## src/rtl/mem_access_pkg.sv

```systemverilog
// Shared encodings for the MEM-stage data memory access unit.
package mem_access_pkg;

    localparam int ADDR_W_DEFAULT = 7;

    localparam logic [1:0] SIZE_BYTE = 2'b00;
    localparam logic [1:0] SIZE_HALF = 2'b01;
    localparam logic [1:0] SIZE_WORD = 2'b10;
    localparam logic [1:0] SIZE_RSVD = 2'b11;

    typedef enum logic [1:0] {
        IDLE   = 2'b00,
        ACCESS = 2'b01,
        WRITE  = 2'b10,
        RESP   = 2'b11
    } state_t;

endpackage

```

## src/rtl/byte_lane_align.sv

```systemverilog
// Little-endian lane steering: load extract/extend and sub-word store merge.
module byte_lane_align
    import mem_access_pkg::*;
(
    input  logic [31:0] rd_word,
    input  logic [1:0]  size,
    input  logic [1:0]  lane,
    input  logic        is_signed,
    output logic [31:0] load_data,
    input  logic [31:0] old_word,
    input  logic [15:0] new_data,
    output logic [31:0] merge_word
);

    logic [7:0]  byte_sel;
    logic [15:0] half_sel;

    always_comb begin
        byte_sel = 8'h00;
        half_sel = 16'h0000;
        load_data = rd_word;
        case (lane)
            2'd0:    byte_sel = rd_word[7:0];
            2'd1:    byte_sel = rd_word[15:8];
            2'd2:    byte_sel = rd_word[23:16];
            default: byte_sel = rd_word[31:24];
        endcase
        half_sel = lane[1] ? rd_word[31:16] : rd_word[15:0];
        case (size)
            SIZE_BYTE: load_data = {{24{is_signed & byte_sel[7]}}, byte_sel};
            SIZE_HALF: load_data = {{16{is_signed & half_sel[15]}}, half_sel};
            default:   load_data = rd_word;
        endcase
    end

    always_comb begin
        merge_word = old_word;
        case (size)
            SIZE_BYTE: begin
                case (lane)
                    2'd0:    merge_word[7:0]   = new_data[7:0];
                    2'd1:    merge_word[15:8]  = new_data[7:0];
                    2'd2:    merge_word[23:16] = new_data[7:0];
                    default: merge_word[31:24] = new_data[7:0];
                endcase
            end
            SIZE_HALF: begin
                if (lane[1])
                    merge_word[31:16] = new_data;
                else
                    merge_word[15:0] = new_data;
            end
            default: merge_word = old_word;
        endcase
    end

endmodule

```

## src/rtl/mem_access_unit.sv

```systemverilog
// MEM-stage initiator: handshake, fault check, load extension and sub-word RMW.
// Define MEM_ACCESS_RANGE_CHECK_EN to fault on addresses beyond the memory.
module mem_access_unit
    import mem_access_pkg::*;
#(
    parameter int ADDR_W = ADDR_W_DEFAULT
) (
    input  logic              clk,
    input  logic              reset_n,
    input  logic              req_valid,
    output logic              req_ready,
    input  logic              req_write,
    input  logic [1:0]        req_size,
    input  logic              req_signed,
    input  logic [31:0]       req_addr,
    input  logic [31:0]       req_wdata,
    output logic              resp_valid,
    output logic              resp_fault,
    output logic [31:0]       resp_rdata,
    output logic [ADDR_W-1:0] mem_address,
    output logic              mem_read,
    output logic              mem_write,
    output logic [31:0]       mem_write_data,
    input  logic [31:0]       mem_read_data
);

    state_t              state, state_next;
    logic                write_q, signed_q, resp_fault_q;
    logic [1:0]          size_q;
    logic [ADDR_W+1:0]   addr_q;
    logic [31:0]         wdata_q, merge_q, resp_rdata_q, mem_wdata_q;
    logic                req_fault;
    logic [31:0]         load_data, merge_word;
    logic                word_store;
    logic                unused_upper;

    assign unused_upper = ^req_addr[31:ADDR_W+2];

    always_comb begin
        req_fault = 1'b0;
        case (req_size)
            SIZE_BYTE: req_fault = 1'b0;
            SIZE_HALF: req_fault = req_addr[0];
            SIZE_WORD: req_fault = (req_addr[1:0] != 2'b00);
            default:   req_fault = 1'b1;
        endcase
`ifdef MEM_ACCESS_RANGE_CHECK_EN
        if (req_addr[31:ADDR_W+2] != '0)
            req_fault = 1'b1;
`endif
    end

    byte_lane_align u_align (
        .rd_word    (mem_read_data),
        .size       (size_q),
        .lane       (addr_q[1:0]),
        .is_signed  (signed_q),
        .load_data  (load_data),
        .old_word   (merge_q),
        .new_data   (wdata_q[15:0]),
        .merge_word (merge_word)
    );

    assign word_store = write_q && (size_q == SIZE_WORD);

    always_comb begin
        state_next = state;
        case (state)
            IDLE:    if (req_valid) state_next = req_fault ? RESP : ACCESS;
            ACCESS:  state_next = (write_q && !word_store) ? WRITE : RESP;
            WRITE:   state_next = RESP;
            default: state_next = IDLE;
        endcase
    end

    always_ff @(posedge clk) begin
        if (!reset_n) begin
            state        <= IDLE;
            write_q      <= 1'b0;
            signed_q     <= 1'b0;
            size_q       <= SIZE_BYTE;
            addr_q       <= '0;
            wdata_q      <= '0;
            merge_q      <= '0;
            resp_fault_q <= 1'b0;
            resp_rdata_q <= '0;
            mem_wdata_q  <= '0;
        end else begin
            state <= state_next;
            case (state)
                IDLE: begin
                    if (req_valid) begin
                        write_q      <= req_write;
                        signed_q     <= req_signed;
                        size_q       <= req_size;
                        addr_q       <= req_addr[ADDR_W+1:0];
                        wdata_q      <= req_wdata;
                        resp_fault_q <= req_fault;
                        resp_rdata_q <= '0;
                    end
                end
                ACCESS: begin
                    if (!write_q)
                        resp_rdata_q <= load_data;
                    else if (word_store)
                        mem_wdata_q <= wdata_q;
                    else
                        merge_q <= mem_read_data;
                end
                WRITE:   mem_wdata_q <= merge_word;
                default: ;
            endcase
        end
    end

    // The write-data port is live in the write cycle and otherwise holds the last word written.
    always_comb begin
        mem_write_data = mem_wdata_q;
        if (state == ACCESS && word_store)
            mem_write_data = wdata_q;
        else if (state == WRITE)
            mem_write_data = merge_word;
    end

    assign req_ready   = (state == IDLE);
    assign resp_valid  = (state == RESP);
    assign resp_fault  = resp_fault_q;
    assign resp_rdata  = resp_rdata_q;
    assign mem_address = addr_q[ADDR_W+1:2];
    assign mem_read    = reset_n && (state == ACCESS) && !word_store;
    assign mem_write   = reset_n && ((state == ACCESS && word_store) || state == WRITE);

endmodule

```

## config.mk

```make
export PLATFORM = sky130hd
export DESIGN_NAME = mem_access_unit
export DESIGN_NICKNAME = d
export VERILOG_FILES = /design/src/rtl/mem_access_pkg.sv /design/src/rtl/byte_lane_align.sv /design/src/rtl/mem_access_unit.sv
export SDC_FILE = /design/constraint.sdc
export NUM_CORES = 1
export LEC_CHECK = 0
export ABC_CLOCK_PERIOD_IN_PS = 2610
export BUFFER_PORTS_ARGS = -buffer_cell sky130_fd_sc_hd__buf_2
export CAP_MARGIN = 5
export CORE_MARGIN = 2
export CORE_UTILIZATION = 54
export DETAILED_ROUTE_END_ITERATION = 7
export PLACE_DENSITY = 0.84
export SETUP_SLACK_MARGIN = 0.15
export SLEW_MARGIN = 10
export SYNTH_ARGS = -nofsm -noshare
export SYNTH_HDL_FRONTEND = slang
export SYNTH_SLANG_ARGS = --single-unit
```

## constraint.sdc

```tcl
create_clock -name clk -period 2.61 [get_ports clk]
set_clock_uncertainty 0.15 [all_clocks]
set_input_delay 0.522 -clock clk [delete_from_list [all_inputs] [get_ports clk]]
set_output_delay 0.522 -clock clk [all_outputs]
set_load 0.005 [all_outputs]
```

==> summary.md, run 1 <==
| Metric | Value |
|---|---|
| Hold_buf cts | 0 |
| Multiplexer share of the synthesized area | 0.0468 |
| Initial antenna violation count | 0 |
| Leading cell types in the layout, fill and taps excluded | nand2_1 (199), buf_2 (153), dfxtp_1 (138) |
| CTS H-Tree Depth | 4 |
| Cells after synthesis | 916 |
| CP Capture Type | output pin |
| # Max-Cap Violations | 0 |
| Setup TNS | -1.71 ns |
| Slew HR | 0.500 |
| Worst-path clk slew | 0.06 ns |
| Drt pass-1 iters | 6 |
| Ys async rst share | 0 |
| Worst EP required | 1.94 ns |
| Compound-cell area share of the yosys netlist | 0.309 |
| Largest net degree at the start of global routing | 85 |
| WL final | 29400 um |
| First-pass GRT wire length | 39600 um |
| DIE HEIGHT | 120 um |
| Yosys cell types | 53 |
| Post-DRT Antenna Nets | 0 |
| LEAKAGE | 0.00420 uW |
| Pre-CTS setup slack | 0.199 ns |
| I/O pin count | 179 |
| DRC Markers | 0 |
| Status | complete, but fails checks |
| Pwr per Cell Area | 920 nW/um^2 |
| Root Buffer | clkbuf_16 |
| Fin crit share | 1.07 |
| Slew @ Worst Pin | 0.750 ns |
| Synthesized flop and latch total | 144 |
| Final-report hold violation count | 0 |
| Die extent in x | 120 um |
| Final setup margin | -0.170 ns |
| Peak Freq | 0.360 GHz |
| Layout cell share with drive strength beyond 1 | 0.333 |
| Clk buf depth | 2 |
| Max Slew Vio Count | 0 |
| Synth Flop Type | dfxtp_1 |
| Starting density of the core | 0.553 |
| Min cycle time layout | 2.78 ns |
| Via/cell ratio | 6.66 |
| CORE AREA | 13200 sq um |
| DP Area | 8160 sq um |
| Fin util | 0.764 |
| Routability cong. | 0.910 |
| Worst-skew pair later-pin latency | 0.44 ns |
| Area grow syn2layout | 38.1% |
| Maximum vdd ir drop | 0.000586 V |
| Nets | 1199 |
| CP Max Fanout | 19 |
| Critical path class | register to output pin |
| Post-synth EDFFs | 0 |
| Iter 0 DRT Violations | 1261 |
| CTS tree | built |
| Adder-cell share of the synthesized area | 0.00683 |
| Gr usage total | 0.350 |
| Wirelength per Cell | 23.0 um |
| Syn Nets | 1023 |
| RSZ-0062 raised after global routing | true |
| Xor/xnor cell area share of the yosys netlist | 0 |
| Seq/Total Area, Yosys | 0.394 |
| Mapped cell area | 7330 sq um |
| Failing checks | setup timing |
| Die Area | 14500 sq um |
| TritonCTS Buffers | 17 |
| Grt total ovfl | 0 |
| Vias in the first global route | 7454 |
| Largest family of logic cells by synthesized area | compound AO/OA/AOI/OAI gates |
| Synth Area in Simple Gates | 0.181 |
| Fin area | 10100 sq um |
| WP data arrival | 2.11 ns |
| Final setup viols | 28 |
| Most common cell after layout, fill and taps aside | nand2_1 |
| Diodes inserted | 0 |
| Cell Rows | 42 |
| DP HPWL | 14400 um |
| Tot Pwr | 9300 uW |
| IO Port Bufs | 155 |
| Via count | 8526 |
| Syn. warnings | 0 |
| Hold/Removal Path Class | primary input to register |
| # clock sinks | 144 |
| Worst setup SP type | register |
| Syn Area/Cell | 8.00 sq um |
cells by family after synthesis:
kind of cell / Yosys count
adders and majority gates: 4
DFF: 144
and+or+nand+nor: 309
AOI/OAI and AO/OA: 330
muxes: 33
buffers and inverters: 96
sequential cells by signal, indices dropped and copies added, names as in the netlist:
| signal | count |
|---|---|
| addr_q | 9 |
| mem_wdata_q | 32 |
| merge_q | 32 |
| resp_fault | 1 |
| resp_rdata | 32 |
| signed_q | 1 |
| size_q | 2 |
| state | 2 |
| wdata_q | 32 |
| write_q | 1 |
cell usage after synthesis, types with 17 or more instances:
| library cell | n | area [sq um] |
|---|---|---|
| nand2_1 | 214 | 803 |
| dfxtp_1 | 144 | 2880 |
| o21ai_0 | 85 | 425 |
| a21boi_0 | 81 | 608 |
| clkbuf_1 | 49 | 184 |
| nor2_1 | 38 | 143 |
| mux2i_1 | 32 | 320 |
| a21oi_1 | 31 | 155 |
| buf_2 | 23 | 115 |
| nand3_1 | 18 | 90.1 |
| o211ai_1 | 17 | 128 |
metal layers:
layer / up-vias / routed length [um] / global-route usage
met2: 822 / 12500 / 0.527
met4: 0 / 2600 / 0.226
met1: 3819 / 10400 / 0.449
met5: - / 0 / 0
li1: 3620 / - / -
met3: 265 / 3870 / 0.0840
worst max-delay path, stage by stage (launching register included):
cell and delay (ns):
dfxtp_4 0.38, bufbuf_16 0.31, o31a_1 0.34, a211oi_2 0.36
o21ai_2 0.13, buf_2 0.15
path summary, 6_finish.rpt:
check	from	to	slack (ns)	cells past startpoint
setup / recovery	size_q[1]$_SDFFE_PN0P_	mem_write_data[17]	-0.17	5
setup reg to reg	state[0]$_SDFFE_PN0P_	mem_wdata_q[8]$_SDFFE_PN0P_	0.25	9
hold / removal	req_addr[7]	addr_q[7]$_SDFFE_PN0P_	0.18	3
hold reg to reg	resp_rdata[14]$_SDFFE_PN0P_	resp_rdata[14]$_SDFFE_PN0P_	0.30	2
metrics by stage:
step / hold WS, ns / instances
floorplan: 0.285 / 916
global placement: 0.286 / 1187
detailed placement: 0.290 / 1187
CTS: 0.173 / 1258
global route: 0.192 / 1280
finish: 0.179 / 1280
report_power, final:
part           total, uW  switching [uW]  internal (uW)  leakage [uW]
Clock               2580             958           1620      0.000296
Sequential          2910             377           2530       0.00117
Combinational       3810            2130           1680       0.00273
Total               9300            3470           5830       0.00420
final cells by class:
type / instances / area [sq um]
repair buffers: 246 / 1910
flip-flops and latches: 144 / 2900
clock buffers: 22 / 494
inverters: 6 / 33.8
clock inverters: 9 / 130
fillers: 807 / 3130
well taps: 176 / 220
multi-input cells: 677 / 4430
timing repair:
| item | CTS | global route |
|---|---|---|
| buffers inserted | 31 | 18 |
| endpoints found under the setup margin | 33 | 33 |
| cloned | 9 | 4 |
| pin swaps | 54 | 30 |
| resized for setup | 114 | 55 |
(Power assumes the default switching activity.)
==> inputs of run 2 (changes only) <==
- CORE_MARGIN: 2 -> default
==> summary.md, run 2 (synthesis results as in run 1) <==
| Metric | Value |
|---|---|
| CTS tree | built (unchanged) |
| Critical path class | register to output pin (unchanged) |
| Post-DRT Antenna Nets | 0 (unchanged) |
| Max Slew Vio Count | 0 (unchanged) |
| Pre-CTS setup slack | 0.209 ns (was 0.199 ns) |
| Drt pass-1 iters | 8 (was 6) |
| Vias in the first global route | 7702 (was 7454) |
| Worst-skew pair later-pin latency | 0.44 ns (about the same) |
| Hold_buf cts | 0 (unchanged) |
| Min cycle time layout | 2.89 ns (was 2.78 ns) |
| Most common cell after layout, fill and taps aside | nand2_1 (unchanged) |
| Via/cell ratio | 6.77 (was 6.66) |
| I/O pin count | 179 (unchanged) |
| TritonCTS Buffers | 17 (unchanged) |
| # Max-Cap Violations | 0 (unchanged) |
| CTS H-Tree Depth | 4 (unchanged) |
| Area grow syn2layout | 37.6% (was 38.1%) |
| Peak Freq | 0.346 GHz (was 0.360 GHz) |
| Layout cell share with drive strength beyond 1 | 0.343 (was 0.333) |
| Initial antenna violation count | 0 (unchanged) |
| Buf+Inv Stages, Crit Path | 2 (unchanged) |
| CP Max Fanout | 19 (unchanged) |
| Hold/Removal Path Class | primary input to register (unchanged) |
| Grt total ovfl | 0 (unchanged) |
| CORE AREA | 13200 sq um (unchanged) |
| LEAKAGE | 0.00418 uW (was 0.00420 uW) |
| Wirelength per Cell | 24.0 um (was 23.0 um) |
| Iter 0 DRT Violations | 1391 (was 1261) |
| IO Port Bufs | 155 (unchanged) |
| CP Capture Type | output pin (unchanged) |
| Slew @ Worst Pin | 0.747 ns (was 0.750 ns) |
| Hold_ws | 0.179 ns (about the same) |
| First-pass GRT wire length | 42600 um (was 39600 um) |
| CP delay by family, top | compound AO/OA/AOI/OAI gates (unchanged) |
| Nets | 1198 (was 1199) |
| Crit-path cells | bufbuf_16, o31a_1, a211oi_4, o21ai_2, buf_2 (was bufbuf_16, o31a_1, a211oi_2, o21ai_2, buf_2) |
| Clk buf depth | 2 (unchanged) |
| WL final | 30700 um (was 29400 um) |
| Final-report hold violation count | 0 (unchanged) |
| Diodes inserted | 0 (unchanged) |
| Maximum vdd ir drop | 0.000703 V (was 0.000586 V) |
| DIE HEIGHT | 118 um (was 120 um) |
| DP HPWL | 14600 um (was 14400 um) |
| Gr usage total | 0.394 (was 0.350) |
| Pwr per Cell Area | 902 nW/um^2 (was 920 nW/um^2) |
| Worst-path clk slew | 0.06 ns (about the same) |
| Cell Rows | 42 (unchanged) |
| WP data arrival | 2.22 ns (was 2.11 ns) |
| Die Area | 14000 sq um (was 14500 sq um) |
| Failing checks | DRC, setup timing (was setup timing) |
| Worst setup SP type | register (unchanged) |
| Via count | 8660 (was 8526) |
| Starting density of the core | 0.553 (unchanged) |
| Status | complete, but fails checks (unchanged) |
| Slowest CP cell | a211oi_4 (was dfxtp_4) |
| Final setup viols | 32 (was 28) |
| Final setup margin | -0.282 ns (was -0.170 ns) |
| Largest net degree at the start of global routing | 83 (was 85) |
| Slew HR | 0.502 (was 0.500) |
| Die extent in x | 118 um (was 120 um) |
| Root Buffer | clkbuf_16 (unchanged) |
| DRC Markers | 12 (was 0) |
| # clock sinks | 144 (unchanged) |
| Worst EP required | 1.94 ns (about the same) |
| Routability cong. | 0.961 (was 0.910) |
| RSZ-0062 raised after global routing | true (unchanged) |
| Leading cell types in the layout, fill and taps excluded | nand2_1 (204), buf_2 (155), dfxtp_1 (138) (was nand2_1 (199), buf_2 (153), dfxtp_1 (138)) |
| Largest stage delay on the critical path | 0.46 ns (was 0.38 ns) |
| Fin crit share | 1.11 (was 1.07) |
## run 2: cell types whose count changed in the layout (fill, tap and decap cells not counted), moves of 3 or more
cell	delta
o22ai_1	-3
inv_2	-3
a21oi_1	-4
o21ai_2	+8
nand2_1	+5
buf_6	+3
o22ai_2	+3
clkbuf_8	-3
o21ai_0	-8
a21oi_2	+5
nor2_1	-3
nor2_2	+4
nand2_2	-8
clkinv_2	+4
## run 2: what timing repair did
| action | in CTS | in global routing |
|---|---|---|
| pin swaps | 25 | 18 |
| setup buffers | 32 | 14 |
| gates resized for setup | 139 | 54 |
| cloned | 9 | 2 |
| setup endpoints to repair | 33 | 34 |
## run 2: worst register-to-register path: cells and delay by family, from the launching register on
family / cells / cell delay, ns
DFF: 1 / 0.41
AOI/OAI and AO/OA: 3 / 0.53
buffers and inverters: 10 / 1.32
and+or+nand+nor: 1 / 0.06
## run 2: worst paths after layout
kind / depth (start not counted) / start / slack, ns / end
worst min register to register: 2 / resp_rdata[11]$_SDFFE_PN0P_ / 0.29 / resp_rdata[11]$_SDFFE_PN0P_
worst min-delay path: 3 / req_wdata[23] / 0.18 / wdata_q[23]$_SDFFE_PN0P_
worst max-delay path: 5 / size_q[1]$_SDFFE_PN0P_ / -0.28 / mem_write_data[16]
worst max register to register: 14 / size_q[1]$_SDFFE_PN0P_ / 0.04 / mem_wdata_q[14]$_SDFFE_PN0P_
## run 2: where the power goes
group | internal (uW) | switching (uW) | total [uW]
sequential | 2540 | 403 | 2940
combinational | 1640 | 2190 | 3830
clock | 1340 | 981 | 2320
## run 2: layout make-up
type                            instances  area, sq um
Clock buffer                           20          457
Clock inverter                         11         91.3
Fill cell                             820         3160
Inverter                                6         36.3
Multi-Input combinational cell        676         4520
Sequential cell                       144         2910
Tap cell                              176          220
Timing Repair Buffer                  246         1850
## run 2: layer usage
layer | vias up | part of all wire | global-route usage
li1 | 3614 | - | -
met1 | 3904 | 0.35 | 0.474
met2 | 856 | 0.43 | 0.603
met3 | 286 | 0.14 | 0.114
met4 | 0 | 0.091 | 0.277
met5 | - | 0 | 0
## run 2: through the flow
stage                     total power, uW  area (sq um)  TNS, ns  utilization  instances
after global placement               5320          8210        0        0.620       1191
after floorplan                      4420          7330        0            -        916
final                                9090         10100    -3.24        0.761       1279
after detailed placement             5380          8210        0        0.620       1191
after CTS                            8310          9730   -0.238        0.735       1263
after global routing                 9330         10100    -4.11        0.761       1279
==> inputs of run 3 (changes only) <==
- REMOVE_ABC_BUFFERS: default -> 1
==> summary.md, run 3 (synthesis results as in run 1) <==
| Metric | Value |
|---|---|
| DRC Markers | 0 (was 12) |
| Largest stage delay on the critical path | 0.38 ns (was 0.46 ns) |
| Vias in the first global route | 7642 (was 7702) |
| Top Layer Used | met5 (was met4) |
| Gr usage total | 0.368 (was 0.394) |
| Min cycle time layout | 2.92 ns (was 2.89 ns) |
| Clock power share | 0.274 (was 0.256) |
| Met2 Routed Length | 13400 um (was 13000 um) |
| Die Area | 14000 sq um (unchanged) |
| Via/cell ratio | 6.86 (was 6.77) |
| Diodes inserted | 0 (unchanged) |
| Sequential Power Share | 0.298 (was 0.323) |
| Die extent in x | 118 um (unchanged) |
| DR WL met3 | 4410 um (was 4150 um) |
| Initial antenna violation count | 1 (was 0) |
| Via count | 8917 (was 8660) |
| Slew @ Worst Pin | 0.605 ns (was 0.747 ns) |
| LEAKAGE | 0.00428 uW (was 0.00418 uW) |
| DP HPWL | 14500 um (was 14600 um) |
| CP Capture Type | output pin (unchanged) |
| WL final | 31600 um (was 30700 um) |
| Hold/Removal Path Class | primary input to register (unchanged) |
| I/O pin count | 179 (unchanged) |
| CP delay by family, top | compound AO/OA/AOI/OAI gates (unchanged) |
| Final setup viols | 26 (was 32) |
| Sw power | 3720 uW (was 3580 uW) |
| Drt pass-1 iters | 8 (unchanged) |
| Fin crit share | 1.12 (was 1.11) |
| Wirelength per Cell | 24.3 um (was 24.0 um) |
| Hold_ws | 0.180 ns (was 0.179 ns) |
| # Max-Cap Violations | 0 (unchanged) |
| Most common cell after layout, fill and taps aside | nand2_1 (unchanged) |
| RSZ-0062 raised after global routing | true (unchanged) |
| Comb power frac | 0.428 (was 0.421) |
| Clk buf depth | 2 (unchanged) |
| CTS tree | built (unchanged) |
| Pwr per Cell Area | 946 nW/um^2 (was 902 nW/um^2) |
| Area grow syn2layout | 41.5% (was 37.6%) |
| Fillers | 777 (was 820) |
| Critical path class | register to output pin (unchanged) |
| Slowest CP cell | mux2i_2 (was a211oi_4) |
| Root Buffer | clkbuf_16 (unchanged) |
| WP data arrival | 2.24 ns (was 2.22 ns) |
| Peak Freq | 0.343 GHz (was 0.346 GHz) |
| Worst-skew pair later-pin latency | 0.44 ns (about the same) |
| DRT met1 WL | 11100 um (was 10700 um) |
| CORE AREA | 13200 sq um (unchanged) |
| Hold_buf cts | 0 (unchanged) |
| TritonCTS Buffers | 17 (unchanged) |
| Routability cong. | 0.896 (was 0.961) |
| CTS H-Tree Depth | 4 (unchanged) |
| Failing checks | setup timing (was DRC, setup timing) |
| Crit-path cells | buf_6, nor2b_4, buf_8, mux2i_2, o211ai_1, a22o_1, buf_2 (was bufbuf_16, o31a_1, a211oi_4, o21ai_2, buf_2) |
| Worst-path clk slew | 0.06 ns (about the same) |
| Maximum vdd ir drop | 0.000690 V (was 0.000703 V) |
| Sw frac | 0.379 (was 0.393) |
| CP Max Fanout | 7 (was 19) |
| Worst EP required | 1.94 ns (about the same) |
| Cell Rows | 42 (unchanged) |
| Fin cells | 1300 (was 1279) |
| Final-report hold violation count | 0 (unchanged) |
| Starting density of the core | 0.553 (unchanged) |
| Pint | 6090 uW (was 5520 uW) |
| Leading cell types in the layout, fill and taps excluded | nand2_1 (199), buf_2 (154), dfxtp_1 (138) (was nand2_1 (204), buf_2 (155), dfxtp_1 (138)) |
| Largest net degree at the start of global routing | 68 (was 83) |
| Nets | 1218 (was 1198) |
| IO Port Bufs | 155 (unchanged) |
| Tot Pwr | 9800 uW (was 9090 uW) |
| Layout cell share with drive strength beyond 1 | 0.364 (was 0.343) |
| Slew HR | 0.597 (was 0.502) |
| Status | complete, but fails checks (unchanged) |
| Grt total ovfl | 0 (unchanged) |
| Post-DRT Antenna Nets | 0 (unchanged) |
| Max Slew Vio Count | 0 (unchanged) |
| Iter 0 DRT Violations | 1413 (was 1391) |
| First-pass GRT wire length | 40700 um (was 42600 um) |
| Worst setup SP type | register (unchanged) |
| Final setup margin | -0.307 ns (was -0.282 ns) |
| DIE HEIGHT | 118 um (unchanged) |
| Cell Count Post-Placement | 1197 (was 1191) |
| # clock sinks | 144 (unchanged) |
| Buf+Inv Stages, Crit Path | 3 (was 2) |
run 3: layout make-up:
type	instances	area, sq um	share of cell area
clock buffer	23	488	0.0471
clock inverter	9	154	0.0149
inverter	6	35.0	0.00338
multi-input combinational	676	4530	0.437
sequential	144	2900	0.280
tap	176	220	0.0213
timing repair buffer	266	2030	0.196
run 3: power groups by stage:
| stage | Sequential (uW) | Combinational, uW | Clock, uW |
|---|---|---|---|
| after CTS | 2820 | 3370 | 2650 |
| after detailed placement | 2820 | 2580 | 0 |
| after floorplan | 2800 | 1420 | 0 |
| after global placement | 2810 | 2530 | 0 |
| final | 2920 | 4200 | 2690 |
| after global routing | 2940 | 4350 | 2770 |
run 3: timing repair:
item | 4_1_cts | 5_1_grt
resized for setup | 136 | 104
setup buffers | 53 | 11
endpoints found under the setup margin | 33 | 36
pin swaps | 46 | 50
gates cloned | 4 | 3
run 3: routing by layer:
layer  track usage  up-vias
met5             0        -
met4         0.225        2
met3        0.0970      313
met2         0.564      932
met1         0.462     4004
li1              -     3666
run 3: worst register-to-register path, delay by kind of cell (launching register included):
family                     cells  cell delay, ns
buffers and inverters          5            0.82
DFF                            1            0.36
and+or+nand+nor                1            0.27
adders and majority gates      1            0.13
AOI/OAI and AO/OA              3            0.89
run 3: metrics by stage:
stage / setup WS (ns) / setup TNS (ns) / utilization / area (sq um)
after global routing: -0.477 / -3.27 / 0.783 / 10400
final: -0.307 / -2.43 / 0.783 / 10400
after CTS: -0.00673 / -0.0200 / 0.738 / 9780
after floorplan: -1.20 / -52.41 / - / 6880
after detailed placement: 0.228 / 0 / 0.622 / 8240
after global placement: 0.237 / 0 / 0.622 / 8240
run 3: worst paths after layout:
path | startpoint | to | slack, ns | cells past startpoint
setup / recovery | addr_q[0]$_SDFFE_PN0P_ | mem_write_data[9] | -0.31 | 7
hold / removal | req_addr[3] | addr_q[3]$_SDFFE_PN0P_ | 0.18 | 3
setup reg to reg | state[1]$_SDFFE_PN0P_ | mem_wdata_q[6]$_SDFFE_PN0P_ | -0.16 | 10
hold reg to reg | resp_rdata[6]$_SDFFE_PN0P_ | resp_rdata[6]$_SDFFE_PN0P_ | 0.30 | 2
